### config.mk
export PLATFORM = sky130hd
export DESIGN_NAME = pipe_hazard_ctrl
export DESIGN_NICKNAME = d
export VERILOG_FILES = /design/src/rtl/pipe_hazard_ctrl.sv
export SDC_FILE = /design/constraint.sdc
export NUM_CORES = 1
export LEC_CHECK = 0
export BUFFER_PORTS_ARGS = -buffer_cell sky130_fd_sc_hd__buf_2
export CORE_MARGIN = 8
export CORE_UTILIZATION = 59
export CTS_BUF_LIST = sky130_fd_sc_hd__clkbuf_4 sky130_fd_sc_hd__clkbuf_8
export DETAILED_ROUTE_END_ITERATION = 12
export GPL_TIMING_DRIVEN = 0
export HOLD_SLACK_MARGIN = 0.08
export PLACE_DENSITY = 0.95
export SETUP_SLACK_MARGIN = 0.05
export SKIP_LAST_GASP = 1
export SLEW_MARGIN = 20
export SYNTH_ARGS = -nofsm -noshare
export SYNTH_HDL_FRONTEND = slang
export SYNTH_SLANG_ARGS = --single-unit
### constraint.sdc
create_clock -name CLK -period 5.4 [get_ports CLK]
set_clock_uncertainty 0.15 [all_clocks]
set_input_delay 0.81 -clock CLK [delete_from_list [all_inputs] [get_ports CLK]]
set_output_delay 0.81 -clock CLK [all_outputs]
set_load 0.1 [all_outputs]
### src/rtl/pipe_hazard_ctrl.sv
// Stall/flush sequencer for the 5-stage pipeline: load-use, MEM-stage branch redirect, multi-cycle dmem.
// Latency: control outputs are combinational (same-cycle response); state and counters update on CLK.
// Backpressure: an outstanding dmem access freezes the whole pipe; a timeout aborts it with a WB bubble.
module pipe_hazard_ctrl #(
  parameter int MEM_TIMEOUT = 16,
  parameter int CNT_W       = 16
) (
  input  logic             CLK,
  input  logic             Reset,
  input  logic [4:0]       id_rs,
  input  logic [4:0]       id_rt,
  input  logic             id_usesRt,
  input  logic             ex_memRead,
  input  logic [4:0]       ex_regWriteAddress,
  input  logic             mem_branchTaken,
  input  logic             dmem_req,
  input  logic             dmem_ready,
  input  logic             stat_clr,
  output logic             PCWrite,
  output logic             IFID_write,
  output logic             IFID_flush,
  output logic             IDEX_flush,
  output logic             EXMEM_write,
  output logic             EXMEM_flush,
  output logic             MEMWB_write,
  output logic [1:0]       state,
  output logic [CNT_W-1:0] stall_cnt,
  output logic [CNT_W-1:0] flush_cnt,
  output logic             mem_err
);

  typedef enum logic [1:0] {
    RUN      = 2'd0,
    LUSE     = 2'd1,
    MEM_WAIT = 2'd2,
    ILLEGAL  = 2'd3
  } state_t;

  localparam logic [7:0] TMO_LIM = 8'(MEM_TIMEOUT);

  state_t     cur_state;
  state_t     nxt_state;
  logic [7:0] tmo_cnt;
  logic [7:0] tmo_nxt;
  logic       load_use;
  logic       mem_busy;
  logic       run_eval;
  logic       busy_eval;
  logic       lu_eval;
  logic       stall_inc;
  logic       flush_inc;
  logic       err_set;

  // $0 is hardwired, so a load targeting it can never create a dependency
  assign load_use = ex_memRead && (ex_regWriteAddress != 5'd0) &&
                    ((ex_regWriteAddress == id_rs) ||
                     (id_usesRt && (ex_regWriteAddress == id_rt)));
  assign mem_busy = dmem_req && !dmem_ready;
  assign state    = cur_state;

  // Select the rule set: RUN rules apply in RUN, LUSE (no load-use re-check) and on the MEM_WAIT ready cycle
  always_comb begin
    run_eval  = 1'b0;
    busy_eval = 1'b0;
    lu_eval   = 1'b0;
    case (cur_state)
      RUN: begin
        run_eval  = 1'b1;
        busy_eval = mem_busy;
        lu_eval   = 1'b1;
      end
      LUSE: begin
        run_eval  = 1'b1;
        busy_eval = mem_busy;
      end
      MEM_WAIT: begin
        if (dmem_ready) begin
          run_eval = 1'b1;
          lu_eval  = 1'b1;
        end
      end
      default: ;
    endcase
  end

  // Pipeline controls, next state and counter events; reset forces bubbles everywhere
  always_comb begin
    PCWrite     = 1'b1;
    IFID_write  = 1'b1;
    IFID_flush  = 1'b0;
    IDEX_flush  = 1'b0;
    EXMEM_write = 1'b1;
    EXMEM_flush = 1'b0;
    MEMWB_write = 1'b1;
    nxt_state   = RUN;
    tmo_nxt     = tmo_cnt;
    stall_inc   = 1'b0;
    flush_inc   = 1'b0;
    err_set     = 1'b0;

    if (run_eval) begin
      if (busy_eval) begin
        PCWrite     = 1'b0;
        IFID_write  = 1'b0;
        EXMEM_write = 1'b0;
        MEMWB_write = 1'b0;
        nxt_state   = MEM_WAIT;
        tmo_nxt     = 8'd1;
      end else if (mem_branchTaken) begin
        IFID_flush  = 1'b1;
        IDEX_flush  = 1'b1;
        EXMEM_flush = 1'b1;
        flush_inc   = 1'b1;
      end else if (lu_eval && load_use) begin
        PCWrite     = 1'b0;
        IFID_write  = 1'b0;
        IDEX_flush  = 1'b1;
        stall_inc   = 1'b1;
        nxt_state   = LUSE;
      end
    end else if (cur_state == MEM_WAIT) begin
      PCWrite     = 1'b0;
      IFID_write  = 1'b0;
      EXMEM_write = 1'b0;
      MEMWB_write = 1'b0;
      stall_inc   = 1'b1;
      if (tmo_cnt >= TMO_LIM) begin
        // give up on the access: a bubble goes down to WB and the pipe restarts
        EXMEM_flush = 1'b1;
        MEMWB_write = 1'b1;
        err_set     = 1'b1;
        nxt_state   = RUN;
      end else begin
        tmo_nxt   = tmo_cnt + 8'd1;
        nxt_state = MEM_WAIT;
      end
    end

    if (!Reset) begin
      PCWrite     = 1'b0;
      IFID_write  = 1'b0;
      IFID_flush  = 1'b1;
      IDEX_flush  = 1'b1;
      EXMEM_write = 1'b0;
      EXMEM_flush = 1'b1;
      MEMWB_write = 1'b0;
    end
  end

  // FSM state and memory-wait timeout counter
  always_ff @(posedge CLK or negedge Reset) begin
    if (!Reset) begin
      cur_state <= RUN;
      tmo_cnt   <= 8'd0;
    end else begin
      cur_state <= nxt_state;
      tmo_cnt   <= tmo_nxt;
    end
  end

  // Saturating performance counters and sticky timeout flag; clear beats any same-cycle event
  always_ff @(posedge CLK or negedge Reset) begin
    if (!Reset) begin
      stall_cnt <= '0;
      flush_cnt <= '0;
      mem_err   <= 1'b0;
    end else if (stat_clr) begin
      stall_cnt <= '0;
      flush_cnt <= '0;
      mem_err   <= 1'b0;
    end else begin
      if (stall_inc && (stall_cnt != '1)) stall_cnt <= stall_cnt + 1'b1;
      if (flush_inc && (flush_cnt != '1)) flush_cnt <= flush_cnt + 1'b1;
      if (err_set) mem_err <= 1'b1;
    end
  end

endmodule

* Yosys cells after proc, flatten, opt, wreduce, memory -nomap -nowiden
Index checks and enable logic that the tools add are counted.
** Storage, ports and cells
- Flip-flop bits (word level) :: 43
- Latch bits :: 0
- RAM bits :: 0
- Memory bits (read-only) :: 0
- Output and inout bits :: 42
- Word-level logic and storage cells :: 84
- Memories kept :: 0
** Cells by class
- Add/sub/neg operators :: 3
- $mul :: 0
- Divide/modulo/power cells :: 0
- $lt $le $gt $ge :: 1
- Equal/unequal tests :: 8
- Shifts and indexed selects :: 0
- Muxes and demuxes :: 50
- Bitwise logic cells :: 0
- Reductions and logical operators :: 17
** Operators with widths (count)
- 2-to-1 mux 16 bit :: 4
- 2-to-1 mux 1 bit :: 36
- adder 16 x 1 -> 16 bit, second input constant :: 2
- 2-to-1 mux 8 bit :: 4
- inequality test 16 bit, second input constant :: 2
- equality test 5 bit :: 2
- adder 8 x 1 -> 8 bit, second input constant :: 1
- >= comparator 8 x 5 -> 1 bit, second input constant :: 1
- 2-to-1 mux 2 bit :: 4
- nonzero test 2 bit :: 4
- logical AND 1 bit :: 7
- nonzero test 5 bit :: 1
- one-hot mux 1 bit (2 select lines) :: 2
- AND reduction 3 bit :: 1
- equality test 2 x 1 -> 1 bit, second input constant :: 1
- equality test 2 bit, second input constant :: 1
- logical NOT 2 bit :: 1
- inequality test 2 x 1 -> 1 bit, second input constant :: 1
- inequality test 2 bit, second input constant :: 1
- OR reduction 2 bit :: 1
- logical NOT 1 bit :: 1
- logical OR 1 bit :: 1

* Longest topological paths before layout
- Depth after elaboration :: 12
- Depth in mapped cells :: 9
- Mapped depth without buffers :: 7

* Worst setup path after synthesis
Ideal clock, no wire load.
- Kind :: flip-flop to output port
- From :: reg cur_state[1], in the netlist state[1]
- To :: out PCWrite
- Arrival time :: 4.604 ns
- Data required time :: 4.440 ns
- Setup slack :: -0.164 ns
- Cell stages (with the launch flop) :: 5
- Path buffers :: 1
- Cells stage by stage :: dfrtp_1 -> nor2_1 -> nor3_1 -> o31a_2 -> buf_4
** Between the ends
- Word-level cells in the longest chain between the ends :: 8
** Ends and longest elaborated chain
- start, declared :: line 41 : state_t cur_state;
- start signal, assigned :: line 156 : cur_state <= nxt_state;
- equality test 2 bit or logical NOT 2 bit (tied branches) :: line 66, 121
- one-hot mux 1 bit (2 select lines) :: line 66 : case (cur_state)
- logical AND 1 bit :: line 114 : end else if (lu_eval && load_use) begin
- 2-to-1 mux 1 bit (3 in series)
- 2-to-1 mux 1 bit (*) (2 in series)
- end, declared :: line 19 : output logic PCWrite,
Every way passes the cells marked *; elsewhere a longest branch is shown, timed or not.

* Worst setup path after layout
- From :: in ex_regWriteAddress[1]
- To :: out PCWrite
** Between the ends
- Word-level cells in the longest chain between the ends :: 10
** Ends and longest elaborated chain
- start, declared :: line 14 : input logic [4:0] ex_regWriteAddress,
- equality test 5 bit :: line 57 : (id_usesRt && (ex_regWriteAddress == id_rt)));
- logical AND 1 bit :: line 57
- logical OR 1 bit :: line 56 : ((ex_regWriteAddress == id_rs) ||
- logical AND 1 bit (*) :: line 55 : assign load_use = ex_memRead && (ex_regWriteAddress != 5'd0) &&
- logical AND 1 bit (*) :: line 114
- 2-to-1 mux 1 bit (*) :: line 114
- 2-to-1 mux 1 bit (*) :: line 109 : end else if (mem_branchTaken) begin
- 2-to-1 mux 1 bit (*) :: line 102 : if (busy_eval) begin
- 2-to-1 mux 1 bit (*) :: line 101 : if (run_eval) begin
- 2-to-1 mux 1 bit (*) :: line 139 : if (!Reset) begin
Marks and branches as above.

==> impl_metrics.json <==
{
  "diodes": 0,
  "ctsHoldBuffers": 0,
  "synth-seq-cells": 43,
  "die_w_um": 80.9,
  "synth_warnings": 0,
  "drtIter0Drc": 139,
  "clock_latency_ns": 0.30,
  "vias": 2226,
  "tightest_slew_ns": 0.675,
  "hpwlAfterDp_um": 4610,
  "crit_type": "input pin to output port",
  "tritoncts": "yes",
  "drt-total-wl_um": 6240,
  "leakage_nw": 1.42,
  "finalHoldViolations": 0,
  "synth_cells": 262,
  "critPathLaunch": "ex_regWriteAddress[1]",
  "core-area_um2": 4030,
  "cts_root_buffer": "clkbuf_8",
  "rsz0062_at_grt": "no",
  "globalplace.congestion": 0.844,
  "rows": 23,
  "worstPathRequired_ns": 4.44,
  "end_kind": "output port",
  "grt_pass1_wl_um": 10100,
  "port_buffers": 64,
  "grt_use_total_pct": 19.5,
  "drive_gt1_share_pct": 27.8,
  "period_share_pct": 62.8,
  "ys.flop_type": "dfrtp_1",
  "die_h_um": 80.9,
  "grt_max_degree": 47,
  "synth.net_count": 289,
  "final.min_clock_period_ns": 3.39,
  "r2r_start": "state[1]",
  "wl_per_cell_um": 16.3,
  "antenna_found_initial": 0,
  "synth_top_area_cell": "dfrtp_1",
  "area_delta_synth_final_pct": 20.2,
  "postCtsSetupBuffers": 0,
  "cts_buffers": 5,
  "syn-mean-instance-area_um2": 9.48,
  "syn-cell-area_um2": 2480,
  "start_util_pct": 61.7,
  "layout.cells.non_filler": 384,
  "cts_num_sinks": 43,
  "tns_ns": 0,
  "setup_viol": 0,
  "synth.area.top_cells": "dfrtp_1 (43%), xor2_1 (7.8%), nor2_1 (6.6%)",
  "io_pins": 65,
  "worst_setup_path_start_kind": "input pin",
  "drc": 0,
  "dieArea_um2": 6540,
  "max_cap_viol_count": 0,
  "layout.nets": 360,
  "grt-ovfl-total": 0,
  "run_status": "completed",
  "dpl.cell_count": 376,
  "hp-class": "input pin to asynchronous set/reset pin",
  "cts_buffer_depth": 2,
  "max_slew_margin_pct": 54.9,
  "viasPerCell": 5.80,
  "cts_max_level": 2,
  "slew_violations": 0,
  "cp_max_fo": 3,
  "synth-seq-area-share_pct": 43.3,
  "ys_types": 47,
  "max_freq_mhz": 295,
  "ys_async_sr_fraction_pct": 100,
  "yosysTopAreaCellShare_pct": 43.3,
  "cts_resized": 0,
  "synth-edff-count": 0,
  "ant_nets": 0,
  "critPathArrivalTime_ns": 2.43,
  "first_global_vias": 2199,
  "cts.clk_slew.worst_paths_ns": 0.08,
  "max-vdd-ir-drop_mv": 0.163,
  "p_per_area_nw_per_um2": 253,
  "drt_pass1_iterations": 4
}
==> per-stage QoR <==
step | instance area [µm²] | setup slack (ns) | utilization [%] | power [mW] | hold slack (ns)
6_report | 2990 | 2.01 | 74.2 | 0.757 | 0.330
5_1_grt | 2990 | 1.90 | 74.2 | 0.789 | 0.376
4_1_cts | 2990 | 1.72 | 74.1 | 0.760 | 0.357
3_5_place_dp | 2870 | 1.72 | 71.3 | 0.507 | 0.337
3_3_place_gp | 2870 | 1.73 | 71.3 | 0.501 | 0.317
2_1_floorplan | 2490 | 0.775 | - | 0.465 | 0.304
==> layer usage <==
metal,GRT usage (%),part of all wire [%],vias up
met2,33.4,49,70
li1,-,-,1066
met1,22.9,42,1081
met5,0,0,-
met4,6.07,1.4,0
met3,5.85,7.5,9
==> synth_stat cells (5+ instances only) <==
cell type,count
a21oi_1,15
and3_1,6
dfrtp_1,43
inv_1,7
nand2_1,18
nand3_1,15
nand4_1,6
nor2_1,44
nor2b_1,6
nor3_1,5
o21ai_0,5
o31ai_1,7
or4_1,9
xnor2_1,5
xor2_1,22
==> kinds of logic after synthesis <==
group,share of synthesized area [%]
AO/OA/AOI/OAI,10.2
XOR/XNOR,9.52
flip-flops,43.3
AND/OR/NAND/NOR,28.0
buffers and inverters,3.88
multiplexers,3.12
adder cells (fa/ha/maj),2.01
==> registers in the layout, indices dropped and copies added, names as in the netlist <==
name       flops
flush_cnt     16
stall_cnt     16
tmo_cnt        8
state          2
mem_err        1
==> where the power goes <==
| group | internal [mW] | switching, mW |
|---|---|---|
| Combinational | 0.0398 | 0.115 |
| Clock | 0.138 | 0.117 |
| Sequential | 0.334 | 0.0135 |
| Total | 0.512 | 0.245 |
==> cell type report <==
cell class | instances | area, µm²
buffer | 10 | 70.1
clock buffer | 5 | 68.8
clock inverter | 3 | 43.8
fill | 290 | 1040
inverter | 7 | 26.3
multi-input combinational | 202 | 1320
sequential | 43 | 1080
tap | 50 | 62.6
timing repair buffer | 64 | 323
==> cells in the final DEF (no fill, tap or decap), types with 3 or more instances in the layout <==
cell       n
buf_2     65
nor3_1     4
o31ai_1    7
mux2_4     3
nor2b_1    6
nor2_1    44
xnor2_1    5
inv_1      7
buf_4      3
nand4_1    6
nand3_1   15
nand2_1   18
a21oi_1   15
xor2_1    22
clkbuf_1   4
ha_1       4
clkbuf_8   5
or4_1      9
dfrtp_1   43
and3_1     6
o21ai_0    5
==> path summary, 6_finish.rpt <==
kind                       slack [ns]  cells past startpoint             to
hold reg to reg                  0.35                      2        mem_err
setup reg to reg                 2.96                      7  stall_cnt[10]
min in group CLK                 0.35                      2        mem_err
max in group asynchronous        4.39                      1   stall_cnt[7]
setup / recovery                 2.01                      6        PCWrite
hold / removal                   0.33                      1  flush_cnt[12]
==> critical path, cell delays in order <==
cell       delay (ns)
buf_2            0.13
or4_1            0.55
o2111ai_2        0.25
o31a_2           0.18
buf_4            0.10
buf_2            0.41
Power figures use the tool's default switching activity.
